[config.mk]
export PLATFORM = sky130hd
export DESIGN_NAME = obstacle_nav_controller
export DESIGN_NICKNAME = d
export VERILOG_FILES = /design/src/rtl/nav_pkg.sv /design/src/rtl/nav_timer.sv /design/src/rtl/obstacle_nav_controller.sv
export SDC_FILE = /design/constraint.sdc
export NUM_CORES = 1
export LEC_CHECK = 0
export ABC_AREA = 0
export BUFFER_PORTS_ARGS = -buffer_cell sky130_fd_sc_hd__buf_2
export CORE_MARGIN = 2
export CORE_UTILIZATION = 38
export DETAILED_ROUTE_END_ITERATION = 16
export PLACE_DENSITY = 0.65
export SLEW_MARGIN = 20
export SYNTH_ARGS = -nofsm -noshare
export SYNTH_HDL_FRONTEND = slang
export SYNTH_SLANG_ARGS = --single-unit
[constraint.sdc]
create_clock -name clk -period 8.36 [get_ports clk]
set_input_delay 0.836 -clock clk [delete_from_list [all_inputs] [get_ports clk]]
set_output_delay 0.836 -clock clk [all_outputs]
set_load 0.01 [all_outputs]
[src/rtl/nav_pkg.sv]
// nav_pkg: shared direction codes, FSM state encoding and elaboration helpers
//   DIR_*      one-hot motor direction codes used by the motor driver and top level
//   state_t    navigation FSM state encoding
//   dir_of     maps a state to the direction code it drives
//   cycles_ok  true when a phase length fits a TIMER_W-bit down-counter
package nav_pkg;
    localparam logic [4:0] DIR_FORWARD  = 5'b00001;
    localparam logic [4:0] DIR_BACKWARD = 5'b00010;
    localparam logic [4:0] DIR_LEFT     = 5'b00100;
    localparam logic [4:0] DIR_RIGHT    = 5'b01000;
    localparam logic [4:0] DIR_STOP     = 5'b10000;

    typedef enum logic [2:0] {
        S_IDLE, S_FORWARD, S_BRAKE, S_REVERSE, S_TURN_L, S_TURN_R, S_FAULT
    } state_t;

    function automatic logic [4:0] dir_of(input state_t s);
        return s == S_FORWARD ? DIR_FORWARD :
               s == S_REVERSE ? DIR_BACKWARD :
               s == S_TURN_L  ? DIR_LEFT :
               s == S_TURN_R  ? DIR_RIGHT : DIR_STOP;
    endfunction

    function automatic logic cycles_ok(input longint n, input int w);
        return n >= 1 && n <= (longint'(1) << w) - 1;
    endfunction
endpackage

[src/rtl/nav_timer.sv]
// nav_timer: loadable phase down-counter, expired while the count reads zero
//   clk, reset   clock and asynchronous active-high reset
//   load         load load_value this edge (takes priority over counting)
//   load_value   N-1 for a phase lasting N cycles
//   expired      count is zero
module nav_timer #(
    parameter int TIMER_W = 24
) (
    input  logic               clk,
    input  logic               reset,
    input  logic               load,
    input  logic [TIMER_W-1:0] load_value,
    output logic               expired
);
    logic [TIMER_W-1:0] count;

    always_ff @(posedge clk or posedge reset)
        if (reset) count <= '0;
        else if (load) count <= load_value;
        else if (count != '0) count <= count - 1'b1;

    assign expired = count == '0;
endmodule

[src/rtl/obstacle_nav_controller.sv]
// obstacle_nav_controller: forward/brake/reverse/turn rover navigation with retry limit
//   clk, reset        clock and asynchronous active-high reset
//   enable            run request; low forces IDLE
//   dist_valid        strobe qualifying distance_front/left/right
//   direction         registered one-hot motor direction
//   busy              registered, high in BRAKE, REVERSE, TURN_L, TURN_R
//   stuck             registered, high in FAULT
module obstacle_nav_controller import nav_pkg::*; #(
    parameter int DIST_W         = 16,
    parameter int OBST_THRESH    = 13,
    parameter int CLEAR_THRESH   = 20,
    parameter int TIMER_W        = 24,
    parameter int BRAKE_CYCLES   = 6250000,
    parameter int REVERSE_CYCLES = 12500000,
    parameter int TURN_CYCLES    = 12500000,
    parameter int MAX_RETRIES    = 3
) (
    input  logic              clk,
    input  logic              reset,
    input  logic              enable,
    input  logic              dist_valid,
    input  logic [DIST_W-1:0] distance_front,
    input  logic [DIST_W-1:0] distance_left,
    input  logic [DIST_W-1:0] distance_right,
    output logic [4:0]        direction,
    output logic              busy,
    output logic              stuck
);
    if (CLEAR_THRESH <= OBST_THRESH) begin : g_bad_thresh
        $error("CLEAR_THRESH must be greater than OBST_THRESH");
    end
    if (MAX_RETRIES < 1 || MAX_RETRIES > 15) begin : g_bad_retries
        $error("MAX_RETRIES must be in 1..15");
    end
    if (!cycles_ok(longint'(BRAKE_CYCLES), TIMER_W) || !cycles_ok(longint'(REVERSE_CYCLES), TIMER_W) ||
        !cycles_ok(longint'(TURN_CYCLES), TIMER_W)) begin : g_bad_cycles
        $error("phase cycle counts must be in 1..2^TIMER_W-1");
    end

    state_t             state, next_state;
    logic               obstacle, load, expired;
    logic [DIST_W-1:0]  side_left, side_right;
    logic [3:0]         retries, next_retries;
    logic [TIMER_W-1:0] load_value;

    // Hysteresis: between the two thresholds the flag keeps its previous value.
    always_ff @(posedge clk or posedge reset)
        if (reset) begin
            obstacle   <= 1'b0;
            side_left  <= '0;
            side_right <= '0;
        end else if (dist_valid) begin
            obstacle   <= distance_front <= DIST_W'(OBST_THRESH)  ? 1'b1 :
                          distance_front >= DIST_W'(CLEAR_THRESH) ? 1'b0 : obstacle;
            side_left  <= distance_left;
            side_right <= distance_right;
        end

    always_comb begin
        next_state   = state;
        next_retries = retries;
        if (state != S_IDLE && !enable) begin
            next_state   = S_IDLE;
            next_retries = '0;
        end else begin
            case (state)
                S_IDLE:    if (enable) next_state = S_FORWARD;
                S_FORWARD: if (obstacle) next_state = S_BRAKE;
                S_BRAKE:   if (expired) next_state = S_REVERSE;
                S_REVERSE:
                    if (expired) begin
                        next_state   = side_left > side_right ? S_TURN_L : S_TURN_R;
                        next_retries = retries == 4'(MAX_RETRIES) ? retries : retries + 4'd1;
                    end
                S_TURN_L, S_TURN_R:
                    if (expired) begin
                        next_state   = !obstacle ? S_FORWARD :
                                       retries == 4'(MAX_RETRIES) ? S_FAULT : S_BRAKE;
                        next_retries = obstacle ? retries : '0;
                    end
                default: ;
            endcase
        end
    end

    // Timer is reloaded on every entry to a timed phase, including TURN -> BRAKE.
    assign load = next_state != state &&
                  next_state inside {S_BRAKE, S_REVERSE, S_TURN_L, S_TURN_R};
    assign load_value = next_state == S_BRAKE   ? TIMER_W'(BRAKE_CYCLES - 1) :
                        next_state == S_REVERSE ? TIMER_W'(REVERSE_CYCLES - 1) :
                                                  TIMER_W'(TURN_CYCLES - 1);

    nav_timer #(.TIMER_W(TIMER_W)) u_timer (
        .clk        (clk),
        .reset      (reset),
        .load       (load),
        .load_value (load_value),
        .expired    (expired)
    );

    always_ff @(posedge clk or posedge reset)
        if (reset) begin
            state     <= S_IDLE;
            retries   <= '0;
            direction <= DIR_STOP;
            busy      <= 1'b0;
            stuck     <= 1'b0;
        end else begin
            state     <= next_state;
            retries   <= next_retries;
            direction <= dir_of(next_state);
            busy      <= next_state inside {S_BRAKE, S_REVERSE, S_TURN_L, S_TURN_R};
            stuck     <= next_state == S_FAULT;
        end
endmodule

# Word level (Yosys, flattened, before mapping)
# Cells that the tools add are included.
# classes
n_addsub,2
multipliers,0
div,0
n_lt_le_gt_ge,3
eq_ne,17
n_shift,0
muxes,25
n_bitwise,0
reduce_logical,14
# op_table
operator,count
$mux 24,3
$logic_not 24->1,1
$mux 3,8
$reduce_bool 24->1,1
$sub 24x1->24 const B,1
$mux 4,5
$mux 5,4
$ge 16x5->1 const B,1
$gt 16x16->1,1
$le 16x4->1 const B,1
$eq 3x3->1 const B,5
$pmux 3 s5,1
$eq 3x2->1 const B,4
$ne 3x3->1 const B,4
$pmux 4 s2,1
$eq 3x1->1 const B,2
$reduce_bool 3->1,2
$reduce_and 5->1,1
$add 4x1->4 const B,1
$eq 4x2->1 const B,1
$reduce_bool 2->1,2
$reduce_bool 4->1,1
$logic_not 3->1,1
$mux 1,3
5 further kinds,6
# totals
register_bits,71
latch_bits,0
ramBits,0
rom_bits,0
mem_count,0

# Depth between registers and ports, before layout
# logic_depth
ltp_word,11
mapped_depth,11
depth_no_buf,10

# Modules after synthesis
# From an unflattened synthesis, not the netlist that was laid out.
# hier_totals
cells_unflattened,427
area_unflattened_um2,4046.4
# by_module_without_submodules
mod,instances,cells_each,area_per_inst_um2
obstacle_nav_controller,1,249,2464.9
nav_timer,1,178,1581.5

# Least setup slack after synthesis
# OpenSTA, ideal clock, no wires.
# synth_timing
kind,reg-to-reg
start,reg u_timer.count[0]
end,reg u_timer.count[13]
setup_ps,134
t_arrival_ps,2555
required_time_ps,8226
setup_slack_ps,5671
path_stages_with_launch,11
n_path_buf,0
period_less_slack_ps,2689
path_cell_list,dfrtp_1 > inv_1 > ha_1 > or4b_1 > or4b_4 > o31ai_1 > nand3_1 > o211ai_2 > xor2_1 > a31oi_1 > o21ai_1
# synth_via
elab_chain_len,8
# synth_rtl
element,line,rtl
start: declaration,nav_timer.sv:15,logic [TIMER_W-1:0] count;
start signal: assignment,nav_timer.sv:19,else if (load) count <= load_value;
start signal: assignment,nav_timer.sv:20,else if (count != '0) count <= count - 1'b1;
$logic_not 24->1,nav_timer.sv:22,assign expired = count == '0;
$mux 3 (on tied branches),"obstacle_nav_controller.sv:76, obstacle_nav_controller.sv:69, obstacle_nav_controller.sv:71",
$pmux 3 s5,obstacle_nav_controller.sv:66,case (state)
$mux 3,obstacle_nav_controller.sv:62,if (state != S_IDLE && !enable) begin
"$eq 3x2->1, or another cell as far along","obstacle_nav_controller.sv:88, obstacle_nav_controller.sv:89",
$reduce_bool 4->1,obstacle_nav_controller.sv:88,"next_state inside {S_BRAKE, S_REVERSE, S_TURN_L, S_TURN_R};"
$logic_and 1x1->1,obstacle_nav_controller.sv:88,
$mux 24 or $reduce_bool 2->1 (tied branches),-,
# Parallel ways exist; a longest one is shown, timed or not. The select of a mux whose other input is x is not followed.
# A chain may end at the register's enable or synchronous reset.

# Final worst setup path
# layout_timing
start,reg u_timer.count[0]
end,reg u_timer.count[15]
# The elaborated chain is that of the path after synthesis.

==> flow_summary.rst <==
.. list-table::
   :header-rows: 1

   * - Metric
     - Value
   * - Post-synth net total
     - 482
   * - Number of buffers inserted for hold repair after clock tree synthesis
     - 0
   * - Path class of the lowest-slack min-delay path
     - reg2reg
   * - H-tree level count
     - 3
   * - I/O Pins
     - slightly below 60
   * - DRC marker count from the first detailed-route iteration
     - 186
   * - Max transition margin
     - between 40 and 50%
   * - RePlAce Congestion
     - a little under 0.9
   * - Share of the clock period used by the worst path
     - a little under two fifths
   * - Switching share of total power
     - 32.9%
   * - Number of warnings printed during yosys synthesis
     - 0
   * - Initial core utilization
     - 39.5%
   * - Utilization after layout
     - 45.8%
   * - Max Cap Viol
     - 0
   * - Outcome
     - finished clean
   * - Insertion delay of the later-clocked pin in the worst-skew pair
     - 360 ps
   * - Final HPWL from detailed placement
     - 6140 microns
   * - Max Freq
     - 0.324 GHz
   * - Power per standard cell area
     - 226 nW/um^2
   * - Switching power summed over all nets
     - 334 uW
   * - Cts bufs inserted
     - 9
   * - Synth top area cells
     - sky130_fd_sc_hd__dfrtp_1 (45%), sky130_fd_sc_hd__ha_1 (6.1%), sky130_fd_sc_hd__mux2_2 (4.6%)
   * - Number of buffers inserted by port buffering
     - 57
   * - Pin count of the biggest net entering global routing
     - 72
   * - Buffer count from post-CTS setup fixing
     - 0
   * - Wire length of the first global-routing pass
     - 14700 microns
   * - Peak supply drop
     - 0.0799 mV
   * - Avg Synthesized Cell Area
     - 9.43 sq um
   * - Post-cts gate resize count
     - 0
   * - Count of antenna diodes in the layout
     - 0
   * - Setup repair after global routing missed its margin
     - no
   * - Antenna violations before repair
     - 0
   * - Synth Cell Area
     - 3870 sq um
   * - Fin nets
     - 534
   * - CP Data Arrival Time
     - roughly 3300 ps
   * - Final Max Tran Viols
     - 0
   * - Fraction of final layout cells with drive strength greater than 1
     - 22.2%
   * - Crit Path Max Fanout
     - 5
   * - Number of optimization iterations in the first detailed-route pass
     - 4
   * - Via-per-instance ratio
     - around 5.2
   * - Remaining design rule violation count
     - 0
   * - Full die area
     - 11000 sq um
   * - Required time at the endpoint of the critical path
     - 8600 ps
   * - Filler Cells Inserted
     - 965
   * - Synth async-reset ratio
     - 100%
   * - DRT Wirelength
     - around 8500 microns
   * - Core Rows
     - 36
   * - Remaining global-route overflow
     - 0
   * - Number of distinct library cell variants in the gate-level netlist after synthesis
     - 55
   * - Internal portion of total power
     - approximately 680 uW
   * - GRT Overall Usage
     - between 10% and 20%
   * - Crit path capture type
     - register
   * - Minimum period implied by the final worst setup slack
     - about 3100 ps
   * - Buffer levels on the longest clock path
     - 2
   * - Post-synthesis register bit count
     - 71
   * - Post-synthesis instance total
     - 411
   * - DR WL/cell
     - 14.2 microns
   * - Clock tree from TritonCTS
     - yes
   * - Sequential-to-total area share from yosys stat
     - 45.9%
   * - Transition time at the pin with the least slew margin
     - 899 ps
   * - Most used DFF post-synth
     - sky130_fd_sc_hd__dfrtp_1
   * - Die Wd
     - 105 microns
   * - Clock sink count
     - 71
   * - Portion of total power attributed to the clock network
     - between 30% and 40%
   * - Worst setup SP type
     - register
   * - Leakage power of the design
     - slightly below 2 nW
   * - Clock-pin slew reported for the worst setup and hold paths after clock tree synthesis
     - approximately 80 ps
   * - Path type of the worst setup path
     - reg2reg
   * - Core ar.
     - 9820 sq um
   * - Vias in the first global route
     - between 3000 and 4000
   * - Number of endpoints with negative hold slack in the final report
     - 0
   * - Number of flops mapped to enable cells by yosys
     - 0
   * - Overall power
     - 1.02 mW
   * - Area fraction of the dominant cell type after synthesis
     - between 40% and 50%
   * - Setup skew after layout
     - between 9 and 10 ps
   * - Power share of the sequential group
     - a little under half
   * - Cell type with the largest total area after synthesis
     - sky130_fd_sc_hd__dfrtp_1
   * - Combinational fraction of design power
     - 23.5%
   * - Overall die height
     - 105 microns
   * - Final TNS setup
     - 0 ps
   * - Clock tree root driver cell
     - sky130_fd_sc_hd__clkbuf_8
   * - Vias
     - 3138
   * - Final setup violating endpoints
     - 0
   * - Detail Route Antenna Nets
     - 0
   * - Layout area overhead
     - 16.0%
==> sequential cells by signal, indices dropped and copies added, names as in the netlist <==
name / cells
busy: 1
state: 3
stuck: 1
side_right: 16
side_left: 16
retries: 4
direction: 5
u_timer.count: 24
obstacle: 1
==> final cells by class <==
class	instances	area (sq um)	share of cell area, %
sequential	71	1780	39.6
clock buffer	9	124	2.76
inverter	26	97.6	2.17
timing repair buffer	58	293	6.51
clock inverter	7	105	2.34
tap	133	166	3.70
multi-input combinational	297	1930	43.0
==> power by group through the flow <==
| stage | combinational, mW | sequential [mW] | clock [mW] |
|---|---|---|---|
| after global routing | 0.278 | 0.471 | 0.339 |
| after floorplan | 0.197 | 0.446 | 0 |
| after global placement | 0.232 | 0.463 | 0 |
| after detailed placement | 0.240 | 0.465 | 0 |
| final | 0.239 | 0.460 | 0.317 |
| after CTS | 0.241 | 0.461 | 0.322 |
==> Yosys cell counts, drive strengths merged (4+ instances only) <==
library cell	instances
ha	19
buf	7
clkbuf	10
a21oi	23
or4	7
nor2b	6
nand2	46
dfrtp	70
nor4	10
nand3	10
or3	4
xor2	14
o31ai	5
nor2	31
mux2	16
nand4	7
xnor2	8
o21ai	34
inv	26
nor3	18
==> logic make-up (layout without fill, tap and decap cells) <==
group                      after synthesis  in the layout  synth area share, %
AOI/OAI and AO/OA                       82             82                 12.7
muxes                                   17             17                 4.91
xor gates and xnor gates                22             22                 4.97
buffers and inverters                   43            100                 4.29
and+or+nand+nor                        156            156                 20.8
adders and majority gates               20             20                 6.39
DFF                                     71             71                 45.9
==> critical path: stages, from the launching register on <==
cell,delay (ps)
sky130_fd_sc_hd__dfrtp_1,390
sky130_fd_sc_hd__inv_1,110
sky130_fd_sc_hd__ha_1,150
sky130_fd_sc_hd__or4b_1,530
sky130_fd_sc_hd__or4b_4,580
sky130_fd_sc_hd__o31ai_1,230
sky130_fd_sc_hd__nand3_1,120
sky130_fd_sc_hd__o211ai_2,140
sky130_fd_sc_hd__xor2_1,110
sky130_fd_sc_hd__a31oi_1,470
sky130_fd_sc_hd__o21ai_1,140
==> cell usage in the layout (no fill, tap or decap), types with 3 or more instances in the layout <==
master / synthesis / routed
sky130_fd_sc_hd__dfrtp_1: 70 / 70
sky130_fd_sc_hd__buf_2: 4 / 57
sky130_fd_sc_hd__nand2_1: 46 / 46
sky130_fd_sc_hd__nor2_1: 30 / 30
sky130_fd_sc_hd__o21ai_0: 25 / 25
sky130_fd_sc_hd__inv_1: 25 / 24
sky130_fd_sc_hd__a21oi_1: 23 / 23
sky130_fd_sc_hd__ha_1: 19 / 19
sky130_fd_sc_hd__nor3_1: 17 / 17
sky130_fd_sc_hd__mux2_2: 16 / 16
sky130_fd_sc_hd__xor2_1: 14 / 14
sky130_fd_sc_hd__nor4_1: 10 / 10
sky130_fd_sc_hd__nand3_1: 10 / 10
sky130_fd_sc_hd__clkbuf_8: 0 / 9
sky130_fd_sc_hd__xnor2_1: 8 / 8
sky130_fd_sc_hd__o21ai_1: 8 / 8
sky130_fd_sc_hd__nand4_1: 7 / 7
sky130_fd_sc_hd__or4_1: 6 / 6
sky130_fd_sc_hd__nor2b_1: 6 / 6
sky130_fd_sc_hd__o31ai_1: 5 / 5
sky130_fd_sc_hd__or3_1: 4 / 4
sky130_fd_sc_hd__nand2b_1: 3 / 3
sky130_fd_sc_hd__and2_1: 3 / 3
sky130_fd_sc_hd__a21o_1: 3 / 3
sky130_fd_sc_hd__o21bai_1: 3 / 3
sky130_fd_sc_hd__o2bb2ai_1: 3 / 3
==> metrics by stage <==
step	cell area, sq um	hold WS, ps	setup WS [ps]	cells
after floorplan	3870	484	5670	411
after CTS	4490	519	5250	601
after detailed placement	4270	502	5260	585
final	4490	517	5270	601
after global placement	4270	499	5290	585
after global routing	4490	534	5010	601
==> path summary, 6_finish.rpt <==
kind / startpoint / end / slack, ps / cells after the start
worst min register to register: side_right[0] / side_right[0] / 520 / 1
worst max-delay path: u_timer.count[0] / u_timer.count[15] / 5270 / 10
worst min-delay path: side_right[0] / side_right[0] / 520 / 1
worst max register to register: u_timer.count[0] / u_timer.count[15] / 5270 / 10
min in group asynchronous: reset / side_right[1] / 740 / 3
max in group asynchronous: reset / state[0] / 7040 / 3
==> per-layer routing <==
| metal | global-route usage, % | part of all wire (%) | vias to the layer above |
|---|---|---|---|
| met5 | 0 | 0 | - |
| met4 | 7.52 | 2.2 | 0 |
| met3 | 3.56 | 4.8 | 16 |
| met2 | 27.0 | 47 | 78 |
| met1 | 21.4 | 46 | 1494 |
| li1 | - | - | 1550 |
Power figures use the tool's default switching activity.
